===== config.mk =====
export PLATFORM = sky130hd
export DESIGN_NAME = fetch_sequencer
export DESIGN_NICKNAME = d
export VERILOG_FILES = /design/src/rtl/fetch_seq_pkg.sv /design/src/rtl/inst_byte_assembler.sv /design/src/rtl/fetch_sequencer.sv
export SDC_FILE = /design/constraint.sdc
export NUM_CORES = 1
export LEC_CHECK = 0
export ABC_AREA = 1
export ABC_CLOCK_PERIOD_IN_PS = 3300
export CORE_MARGIN = 4
export CORE_UTILIZATION = 46
export CTS_CLUSTER_SIZE = 25
export DETAILED_ROUTE_END_ITERATION = 8
export PLACE_DENSITY = 0.76
export SYNTH_ARGS = -nofsm -noshare
export SYNTH_HDL_FRONTEND = slang
export SYNTH_SLANG_ARGS = --single-unit

===== constraint.sdc =====
create_clock -name clk_i -period 3.3 [get_ports clk_i]
set_input_delay 0.66 -clock clk_i [delete_from_list [all_inputs] [get_ports clk_i]]
set_output_delay 0.66 -clock clk_i [all_outputs]
set_load 0.03 [all_outputs]

===== src/rtl/fetch_seq_pkg.sv =====
// Shared types and constants for the MIPS fetch sequencer.
// Holds the FSM state encoding and the PC alignment/range check used by the top.
package fetch_seq_pkg;

  typedef enum logic [2:0] {
    StIdle,
    StFetch,
    StDrain,
    StHold,
    StLoad,
    StFault
  } fetch_state_t;

  localparam int unsigned BYTES_PER_INST = 4;
  localparam logic [31:0] PC_STEP        = 32'd4;

  // True when a fetch at pc would be misaligned or run past the end of memory.
  // Computed in 33 bits so pc near 2^32 cannot wrap back into range.
  function automatic logic pc_bad(input logic [31:0] pc, input int unsigned mem_bytes);
    logic [32:0] last;
    last = {1'b0, pc} + 33'(BYTES_PER_INST - 1);
    return (pc[1:0] != 2'b00) || (last >= 33'(mem_bytes));
  endfunction

endpackage


===== src/rtl/inst_byte_assembler.sv =====
// Four-byte shift register that builds a big-endian instruction word.
// The first byte captured ends up in the most significant byte.
module inst_byte_assembler
  import fetch_seq_pkg::*;
(
  input  logic        clk_i,
  input  logic        rst_ni,
  input  logic        clr_i,
  input  logic        cap_i,
  input  logic [7:0]  byte_i,
  output logic [31:0] word_o
);

  logic [BYTES_PER_INST-1:0][7:0] bytes_q, bytes_d;

  always_comb begin
    bytes_d = bytes_q;
    if (clr_i) begin
      bytes_d = '0;
    end else if (cap_i) begin
      bytes_d = {bytes_q[BYTES_PER_INST-2:0], byte_i};
    end
  end

  always_ff @(posedge clk_i or negedge rst_ni) begin
    if (!rst_ni) begin
      bytes_q <= '0;
    end else begin
      bytes_q <= bytes_d;
    end
  end

  assign word_o = bytes_q;

endmodule


===== src/rtl/fetch_sequencer.sv =====
// Fetch-stage sequencer: reads four bytes per instruction over a byte-wide port,
// hands the word to decode over valid/ready, and arbitrates the port with a loader.
module fetch_sequencer
  import fetch_seq_pkg::*;
#(
  parameter int unsigned ADDR_W    = 9,
  parameter int unsigned MEM_BYTES = 400,
  parameter logic [31:0] RESET_PC  = 32'd0
) (
  input  logic              clk_i,
  input  logic              rst_ni,
  output logic [ADDR_W-1:0] mem_addr_o,
  output logic              mem_rd_en_o,
  input  logic [7:0]        mem_rdata_i,
  output logic              mem_wr_en_o,
  output logic [7:0]        mem_wdata_o,
  input  logic              ld_req_i,
  input  logic [ADDR_W-1:0] ld_addr_i,
  input  logic [7:0]        ld_wdata_i,
  output logic              ld_gnt_o,
  input  logic              redir_valid_i,
  input  logic [31:0]       redir_pc_i,
  output logic              inst_valid_o,
  input  logic              inst_ready_i,
  output logic [31:0]       inst_word_o,
  output logic [31:0]       inst_pc_o,
  output logic [31:0]       pc_plus4_o,
  output logic              fault_o
);

  fetch_state_t state_q, state_d;
  logic [1:0]   k_q, k_d;
  logic [31:0]  pc_q, pc_d;
  logic [31:0]  inst_pc_q, inst_pc_d;
  logic [31:0]  pc_plus4_q, pc_plus4_d;
  logic         inst_valid_q, inst_valid_d;
  logic         fault_q, fault_d;
  logic         asm_clr, asm_cap;

  // The assembler register doubles as the inst_word output register: its last
  // byte lands in DRAIN and it is left untouched while the word is held.
  inst_byte_assembler u_asm (
    .clk_i  (clk_i),
    .rst_ni (rst_ni),
    .clr_i  (asm_clr),
    .cap_i  (asm_cap),
    .byte_i (mem_rdata_i),
    .word_o (inst_word_o)
  );

  always_comb begin
    state_d     = state_q;
    k_d         = k_q;
    pc_d        = pc_q;
    inst_pc_d   = inst_pc_q;
    pc_plus4_d  = pc_plus4_q;
    asm_clr     = 1'b0;
    asm_cap     = 1'b0;
    mem_addr_o  = '0;
    mem_rd_en_o = 1'b0;
    mem_wr_en_o = 1'b0;
    mem_wdata_o = '0;
    ld_gnt_o    = 1'b0;

    unique case (state_q)
      StIdle: begin
        if (ld_req_i) begin
          state_d = StLoad;
        end else if (pc_bad(pc_q, MEM_BYTES)) begin
          state_d = StFault;
        end else begin
          state_d = StFetch;
          k_d     = 2'd0;
        end
      end
      StFetch: begin
        mem_rd_en_o = 1'b1;
        mem_addr_o  = pc_q[ADDR_W-1:0] + ADDR_W'(k_q);
        // Read data trails the address by one cycle, so k=0 only starts the word.
        asm_clr     = (k_q == 2'd0);
        asm_cap     = (k_q != 2'd0);
        if (k_q == 2'd3) begin
          state_d = StDrain;
          k_d     = 2'd0;
        end else begin
          k_d = k_q + 2'd1;
        end
      end
      StDrain: begin
        asm_cap    = 1'b1;
        inst_pc_d  = pc_q;
        pc_plus4_d = pc_q + PC_STEP;
        state_d    = StHold;
      end
      StHold: begin
        if (inst_ready_i) begin
          pc_d    = pc_q + PC_STEP;
          state_d = StIdle;
        end
      end
      StLoad: begin
        ld_gnt_o    = 1'b1;
        mem_wr_en_o = ld_req_i;
        mem_addr_o  = ld_addr_i;
        mem_wdata_o = ld_wdata_i;
        if (!ld_req_i) begin
          state_d = StIdle;
        end
      end
      StFault: begin
        state_d = StFault;
      end
      default: begin
        state_d = StIdle;
      end
    endcase

    // Redirect overrides everything above; a loader keeps the port until done.
    if (redir_valid_i) begin
      pc_d = redir_pc_i;
      k_d  = 2'd0;
      if (state_q != StLoad) begin
        state_d = StIdle;
      end
      if (state_q == StFetch || state_q == StDrain) begin
        asm_clr    = 1'b1;
        asm_cap    = 1'b0;
        inst_pc_d  = inst_pc_q;
        pc_plus4_d = pc_plus4_q;
      end
    end

    inst_valid_d = (state_d == StHold);
    fault_d      = (state_d == StFault);
  end

  always_ff @(posedge clk_i or negedge rst_ni) begin
    if (!rst_ni) begin
      state_q      <= StIdle;
      k_q          <= 2'd0;
      pc_q         <= RESET_PC;
      inst_pc_q    <= '0;
      pc_plus4_q   <= '0;
      inst_valid_q <= 1'b0;
      fault_q      <= 1'b0;
    end else begin
      state_q      <= state_d;
      k_q          <= k_d;
      pc_q         <= pc_d;
      inst_pc_q    <= inst_pc_d;
      pc_plus4_q   <= pc_plus4_d;
      inst_valid_q <= inst_valid_d;
      fault_q      <= fault_d;
    end
  end

  assign inst_valid_o = inst_valid_q;
  assign inst_pc_o    = inst_pc_q;
  assign pc_plus4_o   = pc_plus4_q;
  assign fault_o      = fault_q;

endmodule

Yosys cells after proc, flatten, opt, wreduce, memory -nomap -nowiden

Cells that the tools add are included.

Register bits after elaboration: 135
Bits of input ports: 62
Output and inout bits: 118
Word-level logic and storage cells: 75

Add/sub/neg operators: 4
$lt $le $gt $ge: 1
Equal/unequal tests: 12
Mux-type cells: 35
Reductions and logical operators: 12

Operators with widths:

| operator                                                                             | count |
|---|---|
| 32-bit 2-to-1 mux                                                                    | 11 |
| 32-bit by 2-bit adder with 33-bit output, second input constant                      | 1 |
| 33-bit by 9-bit greater-or-equal comparator with 1-bit output, second input constant | 1 |
| 32-bit by 3-bit adder with 32-bit output, second input constant                      | 1 |
| 3-bit 2-to-1 mux                                                                     | 7 |
| 3-bit case mux with 6 select lines                                                   | 1 |
| 9-bit case mux with 2 select lines                                                   | 1 |
| 2-bit nonzero test                                                                   | 5 |
| 9-bit by 2-bit adder with 9-bit output                                               | 1 |
| 3-bit by 2-bit equality test with 1-bit output, second input constant                | 3 |
| 3-bit equality test, second input constant                                           | 3 |
| 3-bit != test, second input constant                                                 | 3 |
| 1-bit 2-to-1 mux                                                                     | 8 |
| 2-bit 2-to-1 mux                                                                     | 4 |
| 8-bit 2-to-1 mux                                                                     | 1 |
| 2-bit case mux with 2 select lines                                                   | 1 |
| 3-bit by 1-bit equality test with 1-bit output, second input constant                | 1 |
| 3-bit zero test                                                                      | 1 |
| 3-bit AND reduction                                                                  | 1 |
| 3-bit nonzero test                                                                   | 1 |
| 2-bit by 1-bit adder with 2-bit output, second input constant                        | 1 |
| 2-bit equality test, second input constant                                           | 1 |
| 2-bit zero test                                                                      | 1 |
| 1-bit logical OR                                                                     | 2 |
| other kinds (3)                                                                      | 3 |

Longest topological paths before layout

Depth in word-level cells: 9
Mapped depth: 17

Modules after synthesis

From an unflattened synthesis, not the netlist that was laid out.

Cell total of the unflattened synthesis: 891
Area, all modules: 7000.5 µm²

Modules (own cells, without submodules):

| module              | instances | cells an instance | area an instance (µm²) | seq. area each (µm²) |
|---|---|---|---|---|
| fetch_sequencer     | 1         | 751               | 5651.7                 | 2527.4 |
| inst_byte_assembler | 1         | 140               | 1348.8                 | 800.8 |

Worst setup path after synthesis

OpenSTA, ideal clock, no wires.

Kind: reg2out
Start point: register k_q[0]
End point: output mem_addr_o[4]
Data arrival time: 1881 ps
Data required time: 2640 ps
Path slack: 759 ps
Stages on the path, launching flop included: 6
Buffers on the path: 0
Cells stage by stage: dfrtp_1 -> ha_1 -> fa_1 -> nand2_1 -> xor2_1 -> o21ai_0

Word-level cells in the longest chain between the ends: 2

Ends and longest elaborated chain:

| element                                | line                   | source |
|---|---|---|
| start: declaration                     | fetch_sequencer.sv:32  | `logic [1:0] k_q, k_d;` |
| start signal: assignment               | fetch_sequencer.sv:148 | `k_q <= k_d;` |
| 9-bit by 2-bit adder with 9-bit output | fetch_sequencer.sv:78  | `mem_addr_o = pc_q[ADDR_W-1:0] + ADDR_W'(k_q);` |
| 9-bit case mux with 2 select lines     | fetch_sequencer.sv:65  | `unique case (state_q)` |
| end: declaration                       | fetch_sequencer.sv:12  | `output logic [ADDR_W-1:0] mem_addr_o,` |

No other way between the ends.

Worst setup path after layout

Start point: register state_q[0]
End point: output mem_addr_o[5]

Word-level cells in the longest chain between the ends: 2

Ends and longest elaborated chain:

| element                                                                                      | line                   | source |
|---|---|---|
| start: declaration                                                                           | fetch_sequencer.sv:31  | `fetch_state_t state_q, state_d;` |
| start signal: assignment                                                                     | fetch_sequencer.sv:139 | `state_q <= StIdle;` |
| start signal: assignment                                                                     | fetch_sequencer.sv:147 | `state_q <= state_d;` |
| 3-bit equality test / 3-bit by 1-bit equality test with 1-bit output (equally long branches) | fetch_sequencer.sv:65  |  |
| 9-bit case mux with 2 select lines *                                                         | fetch_sequencer.sv:65  |  |

Every way passes the cells marked *; elsewhere a longest branch is shown, timed or not.

==> impl_metrics.env <==
export IMPL_cpMaxStageDelayCell="clkdlybuf4s50_1"
export IMPL_setup_viol=0
export IMPL_synth_nets=959
export IMPL_ys_warn_count=0
export IMPL_synth_common_cells="nand2_1, dfrtp_1, o21ai_0, inv_1, nor2_1"
export IMPL_tightest_slew_ps=858.6
export IMPL_cts_tree="yes"
export IMPL_die_w_microns=130.5
export IMPL_min_period_over_period_pct=94.84
export IMPL_numPortBuffers=179
export IMPL_leakagePower_uw=0.004374
export IMPL_diodes=0
export IMPL_status="finished clean"
export IMPL_rsz0062_at_grt="false"
export IMPL_finalMaxSlewViolations=0
export IMPL_htree_num_levels=4
export IMPL_highest_layer="met4"
export IMPL_synth_edff_count=0
export IMPL_fin_cells=1262
export IMPL_path_max_fanout=10
export IMPL_gr_total_overflow=0
export IMPL_die_area_sq_um=17030
export IMPL_synth_ff_type="dfrtp_1"
export IMPL_synth_top_cell_area_share_pct=48.22
export IMPL_hp_class="in -> async"
export IMPL_netlist_instances=891
export IMPL_power_density_nw_per_um2=644.1
export IMPL_drt_wl_total_microns=21400
export IMPL_num_rows=44
export IMPL_wl_per_cell_microns=16.96
export IMPL_dr_pass1_iters=5
export IMPL_worst_setup_path_start_kind="flop"
export IMPL_die_y_microns=130.5
export IMPL_synth_seq_cells=133
export IMPL_grt_pass1_wl_microns=33460
export IMPL_pre_cts_slack_ps=450.6
export IMPL_nets=1134
export IMPL_tns_ps=0
export IMPL_io_pins=180
export IMPL_async_reset_ff_share_pct=100.0
export IMPL_viasPerCell=5.258
export IMPL_yosysSeqAreaShare_pct=48.22
export IMPL_ys_types=32
export IMPL_yosysMostFrequentCell="nand2_1"
export IMPL_grt_util_all_layers_pct=25.41
export IMPL_drt_iter0_markers=518
export IMPL_cp_required_ps=2640
export IMPL_start_util_pct=47.31
export IMPL_post_route_min_period_ps=3130
export IMPL_hold_violations=0
export IMPL_peakVddDrop_uv=340.4
export IMPL_drive_gt1_share_pct=6.679
export IMPL_grt_pass1_vias=6401
export IMPL_relSlewSlack_pct=42.41
export IMPL_placedCellCount=1231
export IMPL_clk_latency_ps=430
export IMPL_cpPeakStageDelay_ps=620
export IMPL_finalPower_uw=6126
export IMPL_gp_congestion=0.9615
export IMPL_max_cap_violations=0
export IMPL_clockBufferDepth=2
export IMPL_yosysTopAreaCell="dfrtp_1"
export IMPL_worst_slack_ps=170.2
export IMPL_whs_ps=154.3
export IMPL_post_dp_hpwl_microns=15840
export IMPL_fmax_ghz=0.3195
export IMPL_vias=6635
export IMPL_path_cells="nor2_1 > nand2_1 > clkinv_1 > a32o_1 > clkdlybuf4s50_1"
export IMPL_clock_sinks=133
export IMPL_avgSynthCellArea_sq_um=7.746
export IMPL_synthToLayoutAreaGrowth_pct=37.82
export IMPL_antenna_found_initial=0
export IMPL_ctsHoldBuffers=0
export IMPL_met1_length_microns=9119
export IMPL_cts_setup_buffers=0
export IMPL_drc=0
export IMPL_postRouteAntennaNets=0
export IMPL_endpoint_kind="primary output"
export IMPL_synthesis_area_sq_um=6902
export IMPL_cts_root_buf="clkbuf_16"
export IMPL_grt_max_degree=118
export IMPL_skew_ps=15.14
export IMPL_core_area_sq_um=14590
export IMPL_clk_pin_slew_ps=60
export IMPL_synth_area_leaders="dfrtp_1, nand2_1, o21ai_0, nand3_1, xor2_1"
export IMPL_met3WireLength_microns=1621
export IMPL_path_class="reg -> out"
export IMPL_cts_made_buffers=17
export IMPL_arrival_ps=2470
export IMPL_dr_wl_met2_microns=10330
==> registers in the layout, indices dropped and copies added (netlist names) <==
name          cells
fault_o           1
inst_pc_o        30
inst_valid_o      1
k_q               2
pc_plus4_o       32
pc_q             32
state_q           3
u_asm.word_o     32
==> timing repair <==
item,CTS,global route
endpoints found under the hold margin,0,0
setup endpoints to repair,2,5
resized for setup,2,6
==> worst max-delay path: cells and delay by family, from the launching register on <==
family	cells	cell delay (ps)
AO/OA/AOI/OAI	1	310
AND/OR/NAND/NOR	2	350
flip-flops	1	400
buffers and inverters	2	980
==> power breakdown <==
part | leakage (uW) | switching (uW) | total (uW) | internal (uW)
combinational | 0.00245 | 1250 | 2060 | 812
sequential | 0.00163 | 241 | 2160 | 1920
clock | 0.000288 | 765 | 1900 | 1140
total | 0.00437 | 2250 | 6130 | 3870
==> worst paths after layout <==
check	startpoint	end	slack, ps	cells past startpoint
max	state_q[0]	mem_addr_o[5]	170	5
max in group asynchronous	rst_ni	inst_pc_o[14]	2480	2
max reg2reg	pc_q[3]	k_q[1]	620	16
min in group clk_i	inst_pc_o[3]	inst_pc_o[3]	470	2
min reg2reg	inst_pc_o[3]	inst_pc_o[3]	470	2
min	rst_ni	u_asm.word_o[3]	150	1
==> layout by cell type, fill, tap and decap left out, types with 4 or more instances in the layout <==
cell and count:
nand2_1 286, clkdlybuf4s50_1 172, dfrtp_1 132, o21ai_0 95
inv_1 78, nor2_1 73, nand3_1 64, xor2_1 34
o221ai_1 23, clkbuf_16 17, buf_4 14, nor2_2 11
a21oi_1 9, nor3_1 6, a32o_1 5, o211ai_1 5
ha_1 5, clkinv_1 4, inv_2 4, clkinv_4 4
inv_6 4, dlymetal6s2s_1 4
==> stage by stage <==
step,instance area (sq um),utilization (%)
2_1_floorplan,6902,-
3_3_place_gp,8897,60.99
3_5_place_dp,8897,60.99
4_1_cts,9493,65.07
5_1_grt,9512,65.20
6_report,9512,65.20
==> layer usage <==
layer  vias to the layer above  global-route usage [%]
met2                       241                   42.78
met4                         0                   7.320
met5                         -                       0
met3                        20                   6.057
met1                      3145                   32.84
li1                       3229                       -
==> area by class of cell <==
cell class              instances  area, sq um
fillers                      1270         5077
flip-flops and latches        133         3329
multi-input cells             635         3105
repair buffers                193         1937
clock buffers                  18        439.2
inverters                      86        322.8
well taps                     184        230.2
clock inverters                13        147.6
==> logic make-up (layout without fill, tap and decap cells) <==
logic type,Yosys count,count (layout),synth area share [%]
xor+xnor,36,36,4.568
fa+ha+maj,6,6,1.197
compound gates,145,145,12.49
flops,133,133,48.22
simple gates,448,448,26.50
buf+inv,123,310,7.016
Note: power is estimated with default switching activity, not from simulation.
